[src/rtl/aibcr3_dcc_pkg.sv]
// Shared definitions for the DCC delay-line controllers: FSM encoding,
// code width and the binary-to-Gray conversion used on the line control bus.
package aibcr3_dcc_pkg;

    localparam int CODE_W = 8;

    typedef enum logic [2:0] {
        ST_IDLE,
        ST_SAR_SETTLE,
        ST_SAR_SAMPLE,
        ST_TRK_SETTLE,
        ST_TRK_SAMPLE
    } dcc_state_e;

    function automatic logic [CODE_W-1:0] bin2gry(input logic [CODE_W-1:0] bin);
        return bin ^ (bin >> 1);
    endfunction

endpackage

[src/rtl/aibcr3_dcc_pdavg.sv]
// Decision-window timer: SETTLE_CYC idle cycles after start, then 2^AVG_LOG2
// phase-detector samples; late is a strict majority of ones (a tie is early).
module aibcr3_dcc_pdavg #(
    parameter int SETTLE_CYC = 16,
    parameter int AVG_LOG2   = 3
) (
    input  logic CLK,
    input  logic RST,
    input  logic start,
    input  logic pd_late,
    output logic settle_done,
    output logic done,
    output logic late
);

    localparam int N    = 1 << AVG_LOG2;
    localparam int LAST = SETTLE_CYC + N - 1;

    logic [8:0] cnt;
    logic [5:0] ones;
    logic [6:0] ones_tot;

    // NOTE: sequential state uses non-blocking assignments so every register
    // samples pre-edge values, independent of statement order.
    always_ff @(posedge CLK or posedge RST) begin
        if (RST) begin
            cnt  <= '0;
            ones <= '0;
        end else if (start) begin
            cnt  <= '0;
            ones <= '0;
        end else if (cnt != 9'(LAST)) begin
            cnt <= cnt + 9'd1;
            if (cnt >= 9'(SETTLE_CYC) && pd_late)
                ones <= ones + 6'd1;
        end
    end

    // The final sample of the window is folded in combinationally so the
    // decision lands on the edge that ends the window.
    assign ones_tot    = {1'b0, ones} + {6'd0, pd_late};
    assign settle_done = (cnt == 9'(SETTLE_CYC - 1));
    assign done        = (cnt == 9'(LAST));
    assign late        = ({ones_tot, 1'b0} > 8'(N));

endmodule

[src/rtl/aibcr3_dcc_crsctrl.sv]
// Coarse-delay lock controller: 8-step SAR search over the 256-tap line, then
// hysteresis-filtered +/-1 tracking; drives a registered Gray code.
module aibcr3_dcc_crsctrl
    import aibcr3_dcc_pkg::*;
#(
    parameter int SETTLE_CYC = 16,
    parameter int AVG_LOG2   = 3,
    parameter int TRK_HYST   = 4
) (
    input  logic              CLK,
    input  logic              RST,
    input  logic              dcc_en,
    input  logic              pd_late,
    input  logic              ovr_en,
    input  logic [CODE_W-1:0] ovr_code,
    output logic [CODE_W-1:0] crs_gry,
    output logic [CODE_W-1:0] crs_bin,
    output logic              busy,
    output logic              lock,
    output logic              sat_hi,
    output logic              sat_lo
);

    localparam logic signed [4:0] HYST_P = 5'(TRK_HYST);
    localparam logic signed [4:0] HYST_N = -HYST_P;

    dcc_state_e        state, state_nxt;
    logic [2:0]        bit_idx, bit_nxt;
    logic signed [4:0] hyst, hyst_nxt, hyst_tmp;
    logic [CODE_W-1:0] code_nxt;
    logic              busy_nxt, lock_nxt, sat_hi_nxt, sat_lo_nxt;
    logic              pd_start, settle_done, win_done, win_late;

    aibcr3_dcc_pdavg #(
        .SETTLE_CYC (SETTLE_CYC),
        .AVG_LOG2   (AVG_LOG2)
    ) u_pdavg (
        .CLK         (CLK),
        .RST         (RST),
        .start       (pd_start),
        .pd_late     (pd_late),
        .settle_done (settle_done),
        .done        (win_done),
        .late        (win_late)
    );

    // Window timer restarts on every entry into a settle state and is held clear in IDLE.
    assign pd_start = state_nxt == ST_IDLE ||
                      ((state_nxt == ST_SAR_SETTLE || state_nxt == ST_TRK_SETTLE) &&
                       state_nxt != state);

    always_ff @(posedge CLK or posedge RST) begin
        if (RST) state <= ST_IDLE;
        else     state <= state_nxt;
    end

    // NOTE: every variable written in always_comb gets a default first, so no
    // path leaves it unassigned and no latch is inferred.
    always_comb begin
        state_nxt = state;
        if (ovr_en || !dcc_en) begin
            state_nxt = ST_IDLE;
        end else begin
            case (state)
                ST_IDLE:       state_nxt = ST_SAR_SETTLE;
                ST_SAR_SETTLE: if (settle_done) state_nxt = ST_SAR_SAMPLE;
                ST_SAR_SAMPLE: if (win_done)
                                   state_nxt = (bit_idx == 3'd0) ? ST_TRK_SETTLE : ST_SAR_SETTLE;
                ST_TRK_SETTLE: if (settle_done) state_nxt = ST_TRK_SAMPLE;
                ST_TRK_SAMPLE: if (win_done) state_nxt = ST_TRK_SETTLE;
                default:       state_nxt = ST_IDLE;
            endcase
        end
    end

    always_comb begin
        code_nxt   = crs_bin;
        bit_nxt    = bit_idx;
        hyst_nxt   = hyst;
        hyst_tmp   = hyst;
        busy_nxt   = busy;
        lock_nxt   = lock;
        sat_hi_nxt = sat_hi;
        sat_lo_nxt = sat_lo;
        if (ovr_en || !dcc_en) begin
            if (ovr_en) code_nxt = ovr_code;
            bit_nxt    = 3'd7;
            hyst_nxt   = '0;
            busy_nxt   = 1'b0;
            lock_nxt   = 1'b0;
            sat_hi_nxt = 1'b0;
            sat_lo_nxt = 1'b0;
        end else begin
            case (state)
                ST_IDLE: begin
                    code_nxt = 8'h80;
                    bit_nxt  = 3'd7;
                    hyst_nxt = '0;
                    busy_nxt = 1'b1;
                    lock_nxt = 1'b0;
                end
                ST_SAR_SAMPLE: if (win_done) begin
                    if (win_late) code_nxt[bit_idx] = 1'b0;
                    if (bit_idx != 3'd0) begin
                        code_nxt[bit_idx - 3'd1] = 1'b1;
                        bit_nxt = bit_idx - 3'd1;
                    end else begin
                        lock_nxt = 1'b1;
                        hyst_nxt = '0;
                    end
                end
                ST_TRK_SAMPLE: if (win_done) begin
                    hyst_tmp = win_late ? hyst - 5'sd1 : hyst + 5'sd1;
                    hyst_nxt = hyst_tmp;
                    if (hyst_tmp == HYST_P) begin
                        hyst_nxt = '0;
                        if (crs_bin == '1) begin
                            sat_hi_nxt = 1'b1;
                        end else begin
                            code_nxt   = crs_bin + 8'd1;
                            sat_lo_nxt = 1'b0;
                        end
                    end else if (hyst_tmp == HYST_N) begin
                        hyst_nxt = '0;
                        if (crs_bin == '0) begin
                            sat_lo_nxt = 1'b1;
                        end else begin
                            code_nxt   = crs_bin - 8'd1;
                            sat_hi_nxt = 1'b0;
                        end
                    end
                end
                default: ;
            endcase
        end
    end

    // Gray and binary codes load on the same edge so the line never sees skew.
    always_ff @(posedge CLK or posedge RST) begin
        if (RST) begin
            crs_bin <= '0;
            crs_gry <= '0;
            bit_idx <= 3'd7;
            hyst    <= '0;
            busy    <= 1'b0;
            lock    <= 1'b0;
            sat_hi  <= 1'b0;
            sat_lo  <= 1'b0;
        end else begin
            crs_bin <= code_nxt;
            crs_gry <= bin2gry(code_nxt);
            bit_idx <= bit_nxt;
            hyst    <= hyst_nxt;
            busy    <= busy_nxt;
            lock    <= lock_nxt;
            sat_hi  <= sat_hi_nxt;
            sat_lo  <= sat_lo_nxt;
        end
    end

endmodule

[config.mk]
export PLATFORM = sky130hd
export DESIGN_NAME = aibcr3_dcc_crsctrl
export DESIGN_NICKNAME = d
export VERILOG_FILES = /design/src/rtl/aibcr3_dcc_pkg.sv /design/src/rtl/aibcr3_dcc_pdavg.sv /design/src/rtl/aibcr3_dcc_crsctrl.sv
export SDC_FILE = /design/constraint.sdc
export NUM_CORES = 1
export LEC_CHECK = 0
export BUFFER_PORTS_ARGS = -buffer_cell sky130_fd_sc_hd__buf_2
export CAP_MARGIN = 5
export CORE_ASPECT_RATIO = 1.2
export CORE_MARGIN = 2
export CORE_UTILIZATION = 44
export CTS_CLUSTER_DIAMETER = 40
export DETAILED_ROUTE_END_ITERATION = 7
export MAX_ROUTING_LAYER = met4
export PLACE_DENSITY = 0.73
export SETUP_SLACK_MARGIN = 0.05
export SYNTH_ARGS = -nofsm -noshare
export SYNTH_HDL_FRONTEND = slang
export SYNTH_HIERARCHICAL = 1
export SYNTH_SLANG_ARGS = --single-unit
[constraint.sdc]
create_clock -name CLK -period 11.3 [get_ports CLK]
set_input_delay 2.26 -clock CLK [delete_from_list [all_inputs] [get_ports CLK]]
set_output_delay 2.26 -clock CLK [all_outputs]
set_load 0.1 [all_outputs]
==> results of run 1 <==
-- power by group --
group	switching, mW	total (mW)	internal (mW)
combinational	0.0960	0.120	0.0235
clock	0.0595	0.132	0.0720
sequential	0.0117	0.181	0.169
total	0.167	0.432	0.265
-- through the flow --
stage          worst slack [ns]  std cells
2_1_floorplan              5.55        416
3_3_place_gp               5.11        520
3_5_place_dp               4.88        520
4_1_cts                    5.17        528
5_1_grt                    4.65        528
6_report                   5.11        528
-- synth_stat cells, drive strengths merged, types with 4 or more instances --
master  count  area, um^2
nor2       45         176
dfrtp      42        1050
nand2      40         150
a21oi      31         166
o21ai      26         130
inv        24        90.1
clkbuf     17        63.8
nand3      16        85.1
xnor2      15         139
ha         14         175
nor3       13        81.3
or3        12        80.1
o22ai      11        95.1
o31ai       7        52.6
mux2i       6        60.1
nand2b      6        37.5
nand4       6        37.5
a31oi       5        31.3
buf         5        40.0
nor2b       5        31.3
or2         5        31.3
xor2        5        43.8
a211oi      4        30.0
nor4        4        40.0
o311ai      4        35.0
-- state kept, by name, summed over array words and instances, names as in the netlist --
| register | flops |
|---|---|
| u_pdavg/cnt | 9 |
| crs_bin | 8 |
| crs_gry | 7 |
| u_pdavg/ones | 6 |
| hyst | 5 |
| bit_idx | 3 |
| state | 3 |
| busy | 1 |
| lock | 1 |
| sat_hi | 1 |
| sat_lo | 1 |
-- critical path, stage by stage --
cell and delay, ns:
buf_2 0.11, ha_1 0.18, ha_1 0.19, and4b_1 0.19, o21ai_0 0.76, inv_1 0.21
fa_1 0.45, xnor2_1 0.25, nand2_1 0.22, nor3_4 0.36, and2_1 0.27, a41oi_1 0.14
a2111oi_0 0.43, nor2_1 0.15, xor2_1 0.18
-- routing by layer --
metal | up-vias | part of all wire
li1 | 1533 | -
met1 | 1486 | 0.41
met2 | 90 | 0.51
met3 | 26 | 0.041
met4 | 0 | 0.039
met5 | - | 0
-- layout make-up --
class / count / share of cell area
Multi-Input combinational cell: 324 / 0.565
Clock buffer: 6 / 0.0220
Clock inverter: 2 / 0.00999
Tap cell: 92 / 0.0306
Inverter: 25 / 0.0250
Sequential cell: 45 / 0.301
Timing Repair Buffer: 34 / 0.0466
-- cell families (layout without fill, tap and decap cells) --
| family | Yosys count | count (layout) | share of synthesized area |
|---|---|---|---|
| flops | 45 | 45 | 0.328 |
| mux | 9 | 9 | 0.0283 |
| fa+ha+maj | 15 | 15 | 0.0566 |
| xor+xnor | 20 | 20 | 0.0530 |
| buf+inv | 47 | 67 | 0.0574 |
| compound gates | 114 | 114 | 0.229 |
| simple gates | 166 | 166 | 0.248 |
-- final timing paths --
check / slack (ns) / startpoint / endpoint / depth (start not counted)
min: 0.51 / busy$_DFFE_PP0P_ / busy$_DFFE_PP0P_ / 2
min in group asynchronous: 2.02 / RST / u_pdavg/ones[2]$_DFFE_PP0P_ / 2
max in group asynchronous: 8.89 / RST / u_pdavg/cnt[6]$_DFFE_PP0P_ / 2
max reg2reg: 6.67 / u_pdavg/ones[0]$_DFFE_PP0P_ / crs_gry[5]$_DFF_PP0_ / 14
min reg2reg: 0.51 / busy$_DFFE_PP0P_ / busy$_DFFE_PP0P_ / 2
max: 5.11 / pd_late / crs_gry[5]$_DFF_PP0_ / 15
==> reports/qor.yml, run 1 <==
cts_resized: 0
ios: 33
fillers: 744
die_x_um: 84.8
top_usage_layer: "met2"
numPortBuffers: 32
timing.hold.ws_ns: 0.512
gp_routability_congestion: 1.05
grt_remaining_overflow: 0
start_kind: "input port"
p_per_area_nw_per_um2: 115
grt_pass1_vias: 3059
power_mw: 0.432
tightest_slew_ns: 0.971
clk_pin_slew_ns: 0.09
grt_util_met2: 0.382
syn_to_final_growth_pct: 9.04
yosys_warnings: 6
final-hold-violation-count: 0
rows: 35
num_vias: 3135
drc_errors: 0
end_kind: "register"
period_minus_slack_ns: 6.19
critical_path_class: "in -> reg"
p_leak_nw: 1.52
final_common_cell: "nor2_1"
first_pass_iters: 4
grt_pass1_wl_mm: 14.8
syn_nets: 444
core_um2: 7660
wl_per_cell_um: 16.5
rsz0062_at_grt: "false"
cts_buffers: 5
drt_iter0_markers: 152
regArea_um2: 1130
setup_viol: 0
synth_seq_cells: 45
cp.required_ns: 11.47
final_cell_mix: "nor2_1, dfrtp_1, nand2_1"
path_max_fanout: 8
hp-class: "reg -> reg"
peakVddDrop_v: 0.0000809
antenna-diode-count: 0
cts_root_buffer: "clkbuf_8"
design_area_um2: 3760
dieHeight_um: 101
antenna_found_initial: 0
fin_util: 0.490
wl_mm: 8.74
synth_edf_count: 0
cts_tree: "yes"
ant_nets: 0
numClockSinks: 45
fin_skew_ns: 0.0130
clk_latency_ns: 0.30
syn_area_um2: 3450
fin_nets: 463
finalMaxSlewViolations: 0
hpwl_mm: 6.65
track_usage: 0.221
drv_cap: 0
drive_above_1_share: 0.151
syn_inst: 416
vias_per_cell: 5.94
cts_buffer_depth: 2
htree_levels: 2
worstPathArrival_ns: 6.36
tns_ns: 0
synth_top_flop_cell: "dfrtp_1"
cts-hold-fix-buffers: 0
placed_area_um2: 3640
met1_usage: 0.255
async_flop_share: 1.00
slew_headroom: 0.350
status: "complete, no violations"
fmax_ghz: 0.161
grt_max_degree: 31
dieArea_um2: 8560
initial_utilization: 0.450
multi_input_area_um2: 2120
avgSynthCellArea_um2: 8.29
cts_setup_buffers: 0
ys_seq_area_frac: 0.328
met3_usage: 0.0352
synth.distinct_cells: 71
period_share: 0.548
No activity file was read; power rests on OpenSTA's default activity.
==> inputs of run 2 (changes only) <==
Settings changed: PLACE_DENSITY 0.73 to 0.76.
Clock period 11.3 ns to 5.2 ns, I/O delays scaled along.
==> reports/qor.yml, run 2 (synthesized netlist as in run 1, its figures left out) <==
status: "complete, no violations"  # unchanged
die_x_um: 84.8  # unchanged
cp.required_ns: 5.38  # was 11.47 ns
regMostFlops: "u_pdavg/cnt"  # unchanged
hpwl_mm: 6.96  # was 6.65 mm
drv_cap: 0  # unchanged
critical_path_cell_count: 18  # was 15
slew_headroom: 0.516  # was 0.350
wl_per_cell_um: 17.3  # was 16.5 um
vias_per_cell: 6.07  # was 5.94
clk_latency_ns: 0.30  # about the same
wl_mm: 9.18  # was 8.74 mm
r2r_slack_ns: 1.07  # was 6.67 ns
end_kind: "register"  # unchanged
peakVddDrop_v: 0.000208  # was 0.0000809 V
cts_resized: 0  # unchanged
grt_pass1_vias: 3156  # was 3,059
endpoint: "crs_gry[5]$_DFF_PP0_"  # unchanged
largest_reg_flops: 9  # unchanged
met3_usage: 0.0319  # was 0.0352
syn_to_final_growth_pct: 9.29  # was 9.04%
tns_ns: 0  # unchanged
period_share: 0.866
gp_routability_congestion: 0.994  # was 1.05
fmax_ghz: 0.222
cts_buffer_depth: 2  # unchanged
ant_nets: 0  # unchanged
cts_buffers: 5  # unchanged
core_um2: 7660  # unchanged
setup_viol: 0  # unchanged
regToRegEndpoint: "crs_gry[5]$_DFF_PP0_"  # unchanged
antenna-diode-count: 0  # unchanged
numPortBuffers: 32  # unchanged
path_max_fanout: 8  # unchanged
fin_cells: 531  # was 528
grt_pass1_wl_mm: 15.2  # was 14.8 mm
critical_path_class: "in -> reg"  # unchanged
grt_max_degree: 31  # unchanged
rows: 35  # unchanged
worstPathCellList: "buf_2 -> ha_1 -> ha_1 -> o22ai_1 -> a21oi_1 -> nor3_1 -> o21ai_0 -> buf_4 -> inv_1 -> fa_1 -> xnor2_1 -> nand2_1 -> nor3_4 -> and2_1 -> nand3b_1 -> o311ai_0 -> a21oi_1 -> xor2_1"  # was buf_2 -> ha_1 -> ha_1 -> and4b_1 -> o21ai_0 -> inv_1 -> fa_1 -> xnor2_1 -> nand2_1 -> nor3_4 -> and2_1 -> a41oi_1 -> a2111oi_0 -> nor2_1 -> xor2_1
dieHeight_um: 101  # unchanged
final_cell_mix: "nor2_1, dfrtp_1, nand2_1"  # unchanged
met1_usage: 0.254  # was 0.255
p_leak_nw: 1.53  # was 1.52 nW
reg2reg_depth: 17  # was 14
tightest_slew_ns: 0.726  # was 0.971 ns
htree_levels: 2  # unchanged
r2r-start: "u_pdavg/ones[0]$_DFFE_PP0P_"  # unchanged
final_common_cell: "nor2_1"  # unchanged
dpl_worst_slack_ns: 0.394  # was 4.88 ns
dieArea_um2: 8560  # unchanged
drt_iter0_markers: 239  # was 152
track_usage: 0.228  # was 0.221
period_minus_slack_ns: 4.50
final-hold-violation-count: 0  # unchanged
clk_pin_slew_ns: 0.09  # about the same
cts_root_buffer: "clkbuf_8"  # unchanged
dp.cells: 523  # was 520
cpLargestDelayFamily: "compound AO/OA/AOI/OAI gates"  # unchanged
fin_skew_ns: 0.00650  # was 0.0130 ns
numClockSinks: 45  # unchanged
startpoint: "pd_late"  # unchanged
critPathMaxStageDelay_ns: 0.44  # was 0.76 ns
antenna_found_initial: 0  # unchanged
ios: 33  # unchanged
cts_setup_buffers: 0  # unchanged
slowest_stage: "o311ai_0"  # was o21ai_0
rsz0062_at_grt: "false"  # unchanged
p_per_area_nw_per_um2: 247  # was 115 nW/um^2
drc_errors: 0  # unchanged
setup_ws_ns: 0.699  # was 5.11 ns
finalMaxSlewViolations: 0  # unchanged
top_usage_layer: "met2"  # unchanged
fin_nets: 466  # was 463
cp_num_buf_inv: 3  # was 2
worstPathArrival_ns: 4.68  # was 6.36 ns
largestRegisters: "u_pdavg/cnt: 9 flops, crs_bin: 8 flops, crs_gry: 7 flops"  # unchanged
power_mw: 0.929  # was 0.432 mW
cts_tree: "yes"  # unchanged
timing.hold.ws_ns: 0.507  # was 0.512 ns
grt_util_met2: 0.396  # was 0.382
num_vias: 3225  # was 3,135
start_kind: "input port"  # unchanged
grt_remaining_overflow: 0  # unchanged
first_pass_iters: 5  # was 4
drive_above_1_share: 0.153  # was 0.151
cts-hold-fix-buffers: 0  # unchanged
initial_utilization: 0.450  # unchanged
hp-class: "reg -> reg"  # unchanged
==> run 2: cell count changes in the layout (fill, tap and decap cells not counted) <==
| cell | before | now |
|---|---|---|
| buf_4 | 2 | 5 |
| clkbuf_1 | 0 | 1 |
| clkbuf_8 | 6 | 5 |
| clkinv_4 | 0 | 1 |
| clkinvlp_4 | 1 | 0 |
| nor3b_1 | 2 | 3 |
| nor3b_2 | 1 | 0 |
==> run 2: final cells by class <==
type | instances | area [um^2]
Multi-Input combinational cell | 324 | 2120
Clock inverter | 2 | 38.8
Inverter | 25 | 93.8
Fill cell | 735 | 3900
Clock buffer | 6 | 72.6
Timing Repair Buffer | 37 | 198
Tap cell | 92 | 115
Sequential cell | 45 | 1130
==> run 2: worst min-delay path by stage <==
stage,end,cells after the start,start
2_1_floorplan,hyst[3]$_DFFE_PP0P_,2,hyst[3]$_DFFE_PP0P_
3_3_place_gp,hyst[3]$_DFFE_PP0P_,2,hyst[3]$_DFFE_PP0P_
3_5_place_dp,hyst[3]$_DFFE_PP0P_,2,hyst[3]$_DFFE_PP0P_
4_1_cts,busy$_DFFE_PP0P_,2,busy$_DFFE_PP0P_
5_1_grt,busy$_DFFE_PP0P_,2,busy$_DFFE_PP0P_
6_report,busy$_DFFE_PP0P_,2,busy$_DFFE_PP0P_
==> run 2: tightest hold or removal path, delay by kind of cell, from the launching register on <==
family | cells | cell delay, ns
flip-flops | 1 | 0.34
AND/OR/NAND/NOR | 2 | 0.12
==> run 2: through the flow <==
| step | instance area (um^2) | utilization |
|---|---|---|
| 3_3_place_gp | 3660 | 0.477 |
| 3_5_place_dp | 3660 | 0.477 |
| 6_report | 3770 | 0.492 |
| 4_1_cts | 3770 | 0.492 |
| 2_1_floorplan | 3450 | - |
| 5_1_grt | 3770 | 0.492 |
==> run 2: metal layers <==
metal / share of wire / vias up
met4: 0.047 / 0
met5: 0 / -
met3: 0.037 / 34
li1: - / 1551
met2: 0.50 / 109
met1: 0.42 / 1531
==> run 2: power by group <==
part	internal [mW]	switching, mW	total, mW
Sequential	0.368	0.0276	0.396
Clock	0.145	0.128	0.272
Combinational	0.0510	0.210	0.261
